## src/rtl/dm_arbiter_if.sv

```systemverilog
// dm_arbiter_if: bundle of the two requester ports and the data-memory port
// Ports (signals):
//   m0_*/m1_* : req, we, addr, wdata (requester -> arbiter); gnt, rvalid, rdata (arbiter -> requester)
//   dm_*      : addr, rd, wr, wdata (arbiter -> memory); rdata (memory -> arbiter)
// Modports: slave = arbiter view, master = requester/memory environment view
interface dm_arbiter_if #(
  parameter int ADDR_W = 7,
  parameter int DATA_W = 32
);
  logic              m0_req;
  logic              m0_we;
  logic [ADDR_W-1:0] m0_addr;
  logic [DATA_W-1:0] m0_wdata;
  logic              m0_gnt;
  logic              m0_rvalid;
  logic [DATA_W-1:0] m0_rdata;
  logic              m1_req;
  logic              m1_we;
  logic [ADDR_W-1:0] m1_addr;
  logic [DATA_W-1:0] m1_wdata;
  logic              m1_gnt;
  logic              m1_rvalid;
  logic [DATA_W-1:0] m1_rdata;
  logic [ADDR_W-1:0] dm_addr;
  logic              dm_rd;
  logic              dm_wr;
  logic [DATA_W-1:0] dm_wdata;
  logic [DATA_W-1:0] dm_rdata;
  modport slave (
    input  m0_req, m0_we, m0_addr, m0_wdata,
    output m0_gnt, m0_rvalid, m0_rdata,
    input  m1_req, m1_we, m1_addr, m1_wdata,
    output m1_gnt, m1_rvalid, m1_rdata,
    output dm_addr, dm_rd, dm_wr, dm_wdata,
    input  dm_rdata
  );
  modport master (
    output m0_req, m0_we, m0_addr, m0_wdata,
    input  m0_gnt, m0_rvalid, m0_rdata,
    output m1_req, m1_we, m1_addr, m1_wdata,
    input  m1_gnt, m1_rvalid, m1_rdata,
    input  dm_addr, dm_rd, dm_wr, dm_wdata,
    output dm_rdata
  );
endinterface

```

## src/rtl/dm_arbiter.sv

```systemverilog
// dm_arbiter: two-requester round-robin arbiter in front of the single-port data memory
// Ports:
//   clk   : clock, all state on posedge
//   rst_n : asynchronous active-low reset
//   bus   : dm_arbiter_if.slave -- requester 0 (CPU MEM), requester 1 (loader/debug), memory port
// Pipeline: grant in cycle T, memory access in T+1, registered response (rvalid) in T+2.
module dm_arbiter #(
  parameter int ADDR_W    = 7,
  parameter int DATA_W    = 32,
  parameter int PRIO_INIT = 0
) (
  input  logic         clk,
  input  logic         rst_n,
  dm_arbiter_if.slave  bus
);
  logic              ptr;
  logic              g0;
  logic              g1;
  logic              acc_v;
  logic              acc_we;
  logic              acc_id;
  logic [ADDR_W-1:0] acc_addr;
  logic [DATA_W-1:0] acc_wdata;
  logic              rv0;
  logic              rv1;
  logic [DATA_W-1:0] rd0;
  logic [DATA_W-1:0] rd1;
  // ptr names the requester that wins a tie; grants are forced low while in reset
  always_comb begin
    g0 = rst_n && bus.m0_req && (!bus.m1_req || !ptr);
    g1 = rst_n && bus.m1_req && (!bus.m0_req || ptr);
  end
  always_ff @(posedge clk or negedge rst_n) begin
    if (!rst_n) begin
      ptr       <= 1'(PRIO_INIT);
      acc_v     <= 1'b0;
      acc_we    <= 1'b0;
      acc_id    <= 1'b0;
      acc_addr  <= '0;
      acc_wdata <= '0;
    end else begin
      if (g0 || g1) ptr <= g0;
      acc_v <= g0 || g1;
      if (g0 || g1) begin
        acc_id    <= g1;
        acc_we    <= g1 ? bus.m1_we    : bus.m0_we;
        acc_addr  <= g1 ? bus.m1_addr  : bus.m0_addr;
        acc_wdata <= g1 ? bus.m1_wdata : bus.m0_wdata;
      end
    end
  end
  // memory port is quiet (all zero) whenever the access stage is empty
  always_comb begin
    bus.dm_rd    = acc_v && !acc_we;
    bus.dm_wr    = acc_v && acc_we;
    bus.dm_addr  = acc_v ? acc_addr  : '0;
    bus.dm_wdata = acc_v ? acc_wdata : '0;
  end
  // writes also capture dm_rdata: the memory bypasses wdata, so this acts as the write ack data
  always_ff @(posedge clk or negedge rst_n) begin
    if (!rst_n) begin
      rv0 <= 1'b0;
      rv1 <= 1'b0;
      rd0 <= '0;
      rd1 <= '0;
    end else begin
      rv0 <= acc_v && !acc_id;
      rv1 <= acc_v && acc_id;
      if (acc_v && !acc_id) rd0 <= bus.dm_rdata;
      if (acc_v && acc_id) rd1 <= bus.dm_rdata;
    end
  end
  always_comb begin
    bus.m0_gnt    = g0;
    bus.m1_gnt    = g1;
    bus.m0_rvalid = rv0;
    bus.m1_rvalid = rv1;
    bus.m0_rdata  = rd0;
    bus.m1_rdata  = rd1;
  end
endmodule

```

## src/flat_wrapper.sv

```systemverilog
// flat-port wrapper written by rule: the top's interface ports become plain ports
module dm_arbiter_flat 
#(
  parameter int ADDR_W    = 7,
  parameter int DATA_W    = 32,
  parameter int PRIO_INIT = 0
)
  (clk, rst_n, bus_m0_req, bus_m0_we, bus_m0_addr, bus_m0_wdata, bus_m0_gnt, bus_m0_rvalid, bus_m0_rdata, bus_m1_req, bus_m1_we, bus_m1_addr, bus_m1_wdata, bus_m1_gnt, bus_m1_rvalid, bus_m1_rdata, bus_dm_addr, bus_dm_rd, bus_dm_wr, bus_dm_wdata, bus_dm_rdata);
  dm_arbiter_if #(.ADDR_W(ADDR_W), .DATA_W(DATA_W)) bus_i ();
  input  logic clk;
  input  logic rst_n;
  input wire logic [$bits(bus_i.m0_req)-1:0] bus_m0_req;
  input wire logic [$bits(bus_i.m0_we)-1:0] bus_m0_we;
  input wire logic [$bits(bus_i.m0_addr)-1:0] bus_m0_addr;
  input wire logic [$bits(bus_i.m0_wdata)-1:0] bus_m0_wdata;
  output wire logic [$bits(bus_i.m0_gnt)-1:0] bus_m0_gnt;
  output wire logic [$bits(bus_i.m0_rvalid)-1:0] bus_m0_rvalid;
  output wire logic [$bits(bus_i.m0_rdata)-1:0] bus_m0_rdata;
  input wire logic [$bits(bus_i.m1_req)-1:0] bus_m1_req;
  input wire logic [$bits(bus_i.m1_we)-1:0] bus_m1_we;
  input wire logic [$bits(bus_i.m1_addr)-1:0] bus_m1_addr;
  input wire logic [$bits(bus_i.m1_wdata)-1:0] bus_m1_wdata;
  output wire logic [$bits(bus_i.m1_gnt)-1:0] bus_m1_gnt;
  output wire logic [$bits(bus_i.m1_rvalid)-1:0] bus_m1_rvalid;
  output wire logic [$bits(bus_i.m1_rdata)-1:0] bus_m1_rdata;
  output wire logic [$bits(bus_i.dm_addr)-1:0] bus_dm_addr;
  output wire logic [$bits(bus_i.dm_rd)-1:0] bus_dm_rd;
  output wire logic [$bits(bus_i.dm_wr)-1:0] bus_dm_wr;
  output wire logic [$bits(bus_i.dm_wdata)-1:0] bus_dm_wdata;
  input wire logic [$bits(bus_i.dm_rdata)-1:0] bus_dm_rdata;
  assign bus_i.m0_req = bus_m0_req;
  assign bus_i.m0_we = bus_m0_we;
  assign bus_i.m0_addr = bus_m0_addr;
  assign bus_i.m0_wdata = bus_m0_wdata;
  assign bus_m0_gnt = bus_i.m0_gnt;
  assign bus_m0_rvalid = bus_i.m0_rvalid;
  assign bus_m0_rdata = bus_i.m0_rdata;
  assign bus_i.m1_req = bus_m1_req;
  assign bus_i.m1_we = bus_m1_we;
  assign bus_i.m1_addr = bus_m1_addr;
  assign bus_i.m1_wdata = bus_m1_wdata;
  assign bus_m1_gnt = bus_i.m1_gnt;
  assign bus_m1_rvalid = bus_i.m1_rvalid;
  assign bus_m1_rdata = bus_i.m1_rdata;
  assign bus_dm_addr = bus_i.dm_addr;
  assign bus_dm_rd = bus_i.dm_rd;
  assign bus_dm_wr = bus_i.dm_wr;
  assign bus_dm_wdata = bus_i.dm_wdata;
  assign bus_i.dm_rdata = bus_dm_rdata;
  dm_arbiter #(.ADDR_W(ADDR_W), .DATA_W(DATA_W), .PRIO_INIT(PRIO_INIT)) u_core (.clk(clk), .rst_n(rst_n), .bus(bus_i));
endmodule
```

## config.mk

```make
export PLATFORM = sky130hd
export DESIGN_NAME = dm_arbiter_flat
export DESIGN_NICKNAME = d
export VERILOG_FILES = /design/src/rtl/dm_arbiter_if.sv /design/src/rtl/dm_arbiter.sv /design/src/flat_wrapper.sv
export SDC_FILE = /design/constraint.sdc
export NUM_CORES = 1
export LEC_CHECK = 0
export BUFFER_PORTS_ARGS = -buffer_cell sky130_fd_sc_hd__buf_4
export CAP_MARGIN = 25
export CORE_AREA = 4 4 104 106
export CTS_CLUSTER_DIAMETER = 50
export DETAILED_ROUTE_END_ITERATION = 8
export DIE_AREA = 0 0 108 110
export GPL_TIMING_DRIVEN = 0
export HOLD_SLACK_MARGIN = 0.1
export PLACE_DENSITY = 0.84
export SYNTH_ARGS = -nofsm -noshare
export SYNTH_HDL_FRONTEND = slang
export SYNTH_SLANG_ARGS = --single-unit
```

## constraint.sdc

```tcl
create_clock -name clk -period 2.55 [get_ports clk]
set_input_delay 0.51 -clock clk [delete_from_list [all_inputs] [get_ports clk]]
set_output_delay 0.51 -clock clk [all_outputs]
set_load 0.03 [all_outputs]
```

==> results of run 1 <==
path summary, 6_finish.rpt:
kind	start	end	slack, ns	cells past startpoint
max	u_core.acc_v	bus_dm_wdata[12]	0.44	3
min in group clk	bus_dm_rdata[3]	u_core.bus.m0_rdata[3]	0.38	2
max reg2reg	u_core.acc_v	u_core.bus.m0_rdata[19]	1.13	4
max in group asynchronous	rst_n	u_core.bus.m1_rdata[19]	1.55	2
min	rst_n	u_core.bus.m1_rdata[8]	0.15	2
min reg2reg	u_core.bus.m1_rdata[31]	u_core.bus.m1_rdata[31]	0.52	1
critical path, stage by stage (launching register included):
cell and delay [ns]:
dfrtp_1 0.48, clkbuf_1 0.34, and2_1 0.23, buf_4 0.18
through the flow:
step | instances | setup TNS (ns) | setup WS, ns | hold WS, ns
floorplan | 426 | 0 | 0.790 | 0.214
global placement | 783 | -7.83 | -0.644 | 0.490
detailed placement | 784 | -0.0446 | -0.0446 | 0.494
CTS | 802 | 0 | 0.426 | 0.151
global route | 802 | 0 | 0.335 | 0.156
finish | 802 | 0 | 0.445 | 0.150
repair_timing:
item	4_1_cts	5_1_grt
setup endpoints to repair	1	0
hold buffers	2	0
hold endpoints to repair	9	0
resized for setup	1	0
state kept, by name, summed over array words and instances, names as in the netlist:
| register | count |
|---|---|
| u_core.acc_addr | 7 |
| u_core.acc_id | 1 |
| u_core.acc_v | 1 |
| u_core.acc_wdata | 32 |
| u_core.acc_we | 1 |
| u_core.bus.m0_rdata | 32 |
| u_core.bus.m0_rvalid | 1 |
| u_core.bus.m1_rdata | 32 |
| u_core.bus.m1_rvalid | 1 |
| u_core.ptr | 1 |
power by group:
group	switching, uW	internal [uW]	leakage (uW)
Combinational	1390	1100	0.00200
Clock	622	368	0.0000800
Sequential	242	2140	0.00126
Total	2250	3610	0.00334
logic make-up (layout without fill, tap and decap cells):
kind of cell / Yosys count / in the layout / share of synthesized area [%]
compound gates: 84 / 84 / 9.59
buf+inv: 39 / 282 / 5.13
flops: 109 / 109 / 55.1
mux: 64 / 64 / 16.8
simple gates: 130 / 130 / 13.4
routing by layer:
layer  track usage, %  share of wire, %  vias to the layer above
met5                0                 0                        -
met4             7.66               1.5                        0
met3             6.58               9.6                       18
met2             41.7                49                      200
met1             28.7                40                     2019
li1                 -                 -                     1965
cell type report:
type,count,area [sq um],area share (%)
inverters,2,7.51,0.107
well taps,133,166,2.36
repair buffers,227,1750,24.8
flip-flops and latches,109,2730,38.7
clock inverters,7,58.8,0.835
clock buffers,9,124,1.76
multi-input cells,278,1970,27.9
plain buffers,37,246,3.50
Yosys cell counts, types with 4 or more instances:
cell type	number
o21ai_1	10
mux2_4	29
o21ai_0	31
a31oi_1	40
buf_6	4
mux2_2	35
nor2_1	41
dfrtp_1	109
and2_1	41
buf_2	22
clkbuf_1	7
nand3_1	40
cell usage in the layout, fill, tap and decap left out, types with 3 or more instances in the layout:
master | netlist | layout
mux2_4 | 29 | 29
nand2_1 | 3 | 3
nand3_1 | 40 | 40
o21ai_1 | 10 | 10
clkbuf_1 | 7 | 7
nor2_1 | 41 | 41
buf_6 | 4 | 5
o21ai_0 | 31 | 31
clkbuf_8 | 0 | 9
a31oi_1 | 40 | 40
buf_12 | 3 | 3
clkinvlp_4 | 0 | 4
mux2_2 | 35 | 35
and2_1 | 41 | 41
buf_4 | 0 | 223
buf_2 | 22 | 22
dfrtp_1 | 109 | 109
==> results by stage, run 1 <==
Drt:
- The total length of routed wires is 14.3 mm.
- Dividing the detail-routed via count by the number of cells gives 5.24.
- The count of nets left with antenna violations after detail routing is 0.
- Dividing the detail-routed wire length by the instance count gives 17.8 microns.
- After detailed routing, the number of remaining DRC violations is 0.
- The vias after detailed routing is 4202.
- For this run, the detailed router's first-pass iteration total came to 5.
- The violation count after the first detailed-routing iteration is 202.

Clock network:
- After clock tree synthesis, the clock-pin slew on the worst setup and hold paths is 0.11 ns.
- The number of clock sinks seen by CTS is 109.
- The clock tree root driver cell is clkbuf_8.
- The total CTS buffers is 9.
- The number of post-CTS setup repair buffers is 0.
- The H-tree generated during clock tree synthesis spans 3 levels.
- The clock tree from TritonCTS is built.
- At the later pin of the worst-skew pair, clock insertion delay measures 0.36 ns.
- The longest clock path from root to sink contains 2 buffers.

Setup path:
- The critical path class is flop to output port.
- STA puts the critical path data required time at 2.04 ns.
- STA classifies the critical path startpoint as a flop.
- The nature of the critical path endpoint is an output port.
- At the worst endpoint, the arrival time is 1.60 ns.
- The largest fanout on the critical path is 10.

Worst hold path:
- The tightest min-delay check is of the input port to asynchronous set/reset pin type.

Synthesis:
- The number of warning messages in the yosys log is 0.
- The average cell area after synthesis is 11.6 sq um.
- The most used flip-flop cell after synthesis is dfrtp_1.
- The synthesized design devotes to its leading area cell type 55.1% of total area.
- The area of the mapped netlist is 4950 sq um.
- The sequential cell area fraction in the yosys report is 55.1%.
- After synthesis, the cell types taking the most area are dfrtp_1 (55%), mux2_4 (8.8%), mux2_2 (8.0%).
- In the synthesized netlist, the number of instances is 426.
- The fraction of registers with async set/reset is 100%.
- The flip-flop and latch count after synthesis is 109.
- Yosys mapped a number of flops with a built-in enable equal to 0.
- The synthesized design spends more area on one cell type than any other, namely dfrtp_1.
- When the netlist entered floorplanning its net count stood at 542.
- In this run, distinct cell masters in the synthesized netlist total 24.

Power:
- The power per cell area is 832 nW/um^2.
- In this run the static leakage power is 0.00334 uW.
- VDD sags by at most 0.000377 V.
- The power after layout is 5870 uW.

Finish:
- The share of post-route cells with drive strength above 1 is 50.5%.
- The repair_antennas step left the layout with diodes totalling 0.
- The final standard cell area without fillers is 7050 sq um.
- The post-synthesis to final-layout area growth is 42.4%.
- Cells fill 72.1% of the core in the end.
- The final layout contains 780 nets.
- Counting the fill cells in the layout gives 689.

Global routing:
- The total track usage is 23.8%.
- The overall overflow remaining after global route is 0.
- The number of global-route vias before repair is 4456.
- The number of antenna violations at the first check in global routing is 0.
- Entering global routing, the biggest net connects 58 pins.
- The wire length of the first global-routing pass is 22.1 mm.

Placed design:
- The HPWL after detailed placement is 10.9 mm.
- The routability congestion estimate is 0.878.
- During placement, the flow inserted port buffers numbering 224.
- The total cell area at the placement stage is 6820 sq um.

Timing:
- Setup violations remaining at the end of the flow were counted as 0.
- The worst path in the final design needs a cycle of 2.11 ns, including I/O delays and setup.
- The ratio of final minimum period to clock period is 82.6%.
- The worst max-slew margin expressed relative to the limit is 69.8%.
- Static timing analysis puts the maximum clock frequency at 475 MHz.
- The max-slew violation total from the final report is 0.
- Between clock sinks in the finished design, the worst skew comes to 0.00493 ns.
- Setup repair after global routing left no endpoint under its margin.
- For the pin with the worst max-slew slack, the measured transition is 0.451 ns.
- The count of endpoints failing hold in the final timing report is 0.

Die:
- The core region area is 9770 sq um.
- Pin placement for this block handled 225 I/O pins.
- The initial core utilization is 50.6%.
- The height of the die is 110 microns.
- In this run the core area contains 36 standard-cell rows.
- The floorplan step defined a die boundary enclosing 11900 sq um.
- The overall die width is 108 microns.

Status:
- The flow ran to the end, and the final reports show no timing, DRC or antenna violations.

Job:
- The number of violations of the max-capacitance limit is 0.
(Power assumes the default switching activity.)
==> run 2: changes to the inputs <==
--- a/config.mk
+++ b/config.mk
@@ -7,13 +7,13 @@
 export LEC_CHECK = 0
 export BUFFER_PORTS_ARGS = -buffer_cell sky130_fd_sc_hd__buf_4
 export CAP_MARGIN = 25
-export CORE_AREA = 4 4 104 106
+export CORE_AREA = 4 4 108 110
 export CTS_CLUSTER_DIAMETER = 50
 export DETAILED_ROUTE_END_ITERATION = 8
-export DIE_AREA = 0 0 108 110
+export DIE_AREA = 0 0 112 114
 export GPL_TIMING_DRIVEN = 0
 export HOLD_SLACK_MARGIN = 0.1
-export PLACE_DENSITY = 0.84
+export PLACE_DENSITY = 0.79
 export SYNTH_ARGS = -nofsm -noshare
 export SYNTH_HDL_FRONTEND = slang
 export SYNTH_SLANG_ARGS = --single-unit
==> constraint.sdc (replaced) <==
create_clock -name clk -period 2 [get_ports clk]
set_input_delay 0.4 -clock clk [delete_from_list [all_inputs] [get_ports clk]]
set_output_delay 0.4 -clock clk [all_outputs]
set_load 0.03 [all_outputs]
==> results by stage, run 2 (same netlist as run 1, synthesis figures left out) <==
Status:
- The run finished with clean final reports.

Setup path:
- Data arrives at the worst endpoint at 1.51 ns.
- The category of cells accounting for the largest share of critical-path delay is flip-flops.
- Data on the critical path is required at its endpoint by 1.60 ns.
- The nature of the critical path endpoint is an output port.
- The critical path goes through and2b_2 > buf_4 > nor2_1 > buf_4.
- STA classifies the critical path startpoint as a flop.
- For this run, the slowest stage of the critical path takes 0.41 ns.
- The slowest stage of the critical path belongs to the cell dfrtp_1.
- The critical path's most frequent cell is buf_4.
- By startpoint and endpoint, the worst setup path is classified as flop to output port.
- The largest fanout on the critical path is 10.
- Counting both buffers and inverters, the worst setup path holds a total of 2.

Clock network:
- CTS placed an instance of clkbuf_8 at the clock tree root.
- The clock latency on the worst-skew pair is 0.38 ns.
- The maximum buffer depth of the clock tree is 2.
- The total CTS buffers is 9.
- The number of post-CTS setup repair buffers is 0.
- The deepest level of the CTS H-tree is 3.
- The clock tree from TritonCTS is built.
- After clock tree synthesis, the clock-pin slew on the worst setup and hold paths is 0.11 ns.
- The number of clock sinks seen by CTS is 109.

Finish:
- The net count of the finished layout is 786.
- Leaving out fill and tap cells, the most frequent cell in the layout is buf_4.
- 0 antenna diodes ended up in the layout.
- The post-synthesis to final-layout area growth is 45.6%.
- In the layout the commonest cells are buf_4 (224), dfrtp_1 (108), nor2_1 (41), and2_1 (41).
- The share of post-route cells with drive strength above 1 is 51.6%.
- After routing the design area is 7200 sq um.
- The final standard cell count with taps included and fillers excluded is 815.

Timing:
- The count of endpoints failing hold in the final timing report is 0.
- Setup repair after global routing left no endpoint under its margin.
- The worst max-slew margin expressed relative to the limit is 74.6%.
- Setup violations remaining at the end of the flow were counted as 0.
- The transition time at the pin with the least slew margin is 0.382 ns.
- The ratio of final minimum period to clock period is 95.5%.
- Derived from the worst setup path, the maximum achievable clock frequency is 523 MHz.
- The final sum of negative setup slack is 0 ns.
- The max-slew violation total from the final report came to 0.
- The minimum clock period after layout is 1.91 ns.
- The largest clock skew in the final design is 0.0143 ns.

Power:
- The share of total power in combinational logic is 42.4%.
- The design internal power is 4700 uW.
- The power per cell area is 1050 nW/um^2.
- For this design the total switching power over the nets is 2850 uW.
- The analysis attributes to cell leakage a power of 0.00344 uW.
- The proportion of power drawn by the clock network is 17.0%.
- Sequential cells burn 40.6% of the power.
- Of the total power, the share spent switching nets is 37.7%.
- The worst-case IR drop observed on VDD is 0.000654 V.

Die:
- The floorplan has 38 rows.
- The number of ports placed on the die boundary is 225.
- The initial core utilization is 46.2%.
- The floorplan step defined a core boundary enclosing 10700 sq um.
- The overall die width is 112 microns.
- The total die area is 12800 sq um.
- The height of the die is 114 microns.

Placed design:
- The total cell area at the placement stage is 6830 sq um.
- Port buffering added 224 buffers.
- The routability congestion estimate is 0.881.
- The wire-length estimate of the detail-placed layout is 10.9 mm.
- The number of placed instances, taps included, is 791.

Global routing:
- The pin count of the biggest net entering global routing is 30.
- For this run the aggregate overflow at the end of global routing stands at 0.
- The number of antenna violations at the first check in global routing is 0.
- The number of global-route vias before repair came to 4457.
- The wire length of the first global-routing pass is 23.4 mm.
- The total track usage is 23.2%.

Drt:
- For this run, the detailed router's first-pass iteration total came to 6.
- The total length of routed wires is 14.8 mm.
- The vias after detailed routing is 4263.
- After detailed routing, the number of remaining DRC violations is 0.
- In the routed layout, each cell is associated on average with a via count of 5.23.
- Dividing the detail-routed wire length by the instance count gives 18.2 microns.
- In this run the remaining antenna-violating nets after routing total 0.
- In this run, the number of DRC markers left after iteration 0 of detailed routing was 248.

Worst hold path:
- The kind of path behind the tightest hold check is input port to flop.

Job:
- The number of violations of the max-capacitance limit is 0.
## run 2: cell types whose count changed in the layout (fill, tap and decap cells not counted), sizes merged
cell	change
clkinvlp	-4
buf	+2
bufbuf	+2
inv	-1
clkbuf	+3
clkinv	+2
dlygate4sd3	+2
## run 2: final cells by class
type                       instances  area, sq um
clock buffer                      12          155
timing repair buffer             233         1880
clock inverter                     4         31.3
multi-input combinational        278         1970
sequential                       109         2730
fill                             829         3490
buffer                            37          255
tap                              140          175
inverter                           2         7.51
## run 2: per-layer routing
layer  vias up  track usage (%)  part of all wire [%]  routed length (microns)
li1       1989                -                     -                        -
met1      2062             27.4                    39                     5760
met2       197             41.0                    51                     7570
met3        15             8.06                   9.3                     1380
met4         0             5.69                  0.92                      137
met5         -                0                     0                        0
## run 2: timing repair
item,in CTS,in global routing
resized for setup,10,3
endpoints found under the setup margin,38,5
hold buffers,6,0
endpoints found under the hold margin,81,0
gates cloned,2,0
## run 2: power by group through the flow
stage	clock (uW)	combinational (uW)	sequential [uW]
6_report	1290	3200	3060
5_1_grt	1400	3380	3130
4_1_cts	1310	3210	3050
3_5_place_dp	0	3150	3100
3_3_place_gp	0	3100	3060
2_1_floorplan	0	1080	3860
## run 2: final timing paths
check,slack (ns),cells past startpoint,end,startpoint
max,0.09,4,bus_m1_gnt,u_core.ptr
min,0.26,2,u_core.bus.m0_rdata[30],bus_dm_rdata[30]
max reg2reg,0.62,4,u_core.bus.m0_rdata[17],u_core.acc_v
min reg2reg,0.52,1,u_core.bus.m1_rdata[26],u_core.bus.m1_rdata[26]
max in group asynchronous,1.00,3,u_core.bus.m1_rdata[23],rst_n
min in group asynchronous,0.69,3,u_core.bus.m0_rdata[31],rst_n
## run 2: metrics by stage
step / util, % / setup slack (ns) / total power, uW / hold slack, ns
2_1_floorplan: - / 0.460 / 4940 / 0.104
3_5_place_dp: 63.9 / -0.612 / 6250 / 0.497
5_1_grt: 67.3 / 0.0155 / 7900 / 0.240
3_3_place_gp: 63.6 / -0.944 / 6150 / 0.489
4_1_cts: 67.3 / 0.0489 / 7570 / 0.244
6_report: 67.3 / 0.0896 / 7550 / 0.261
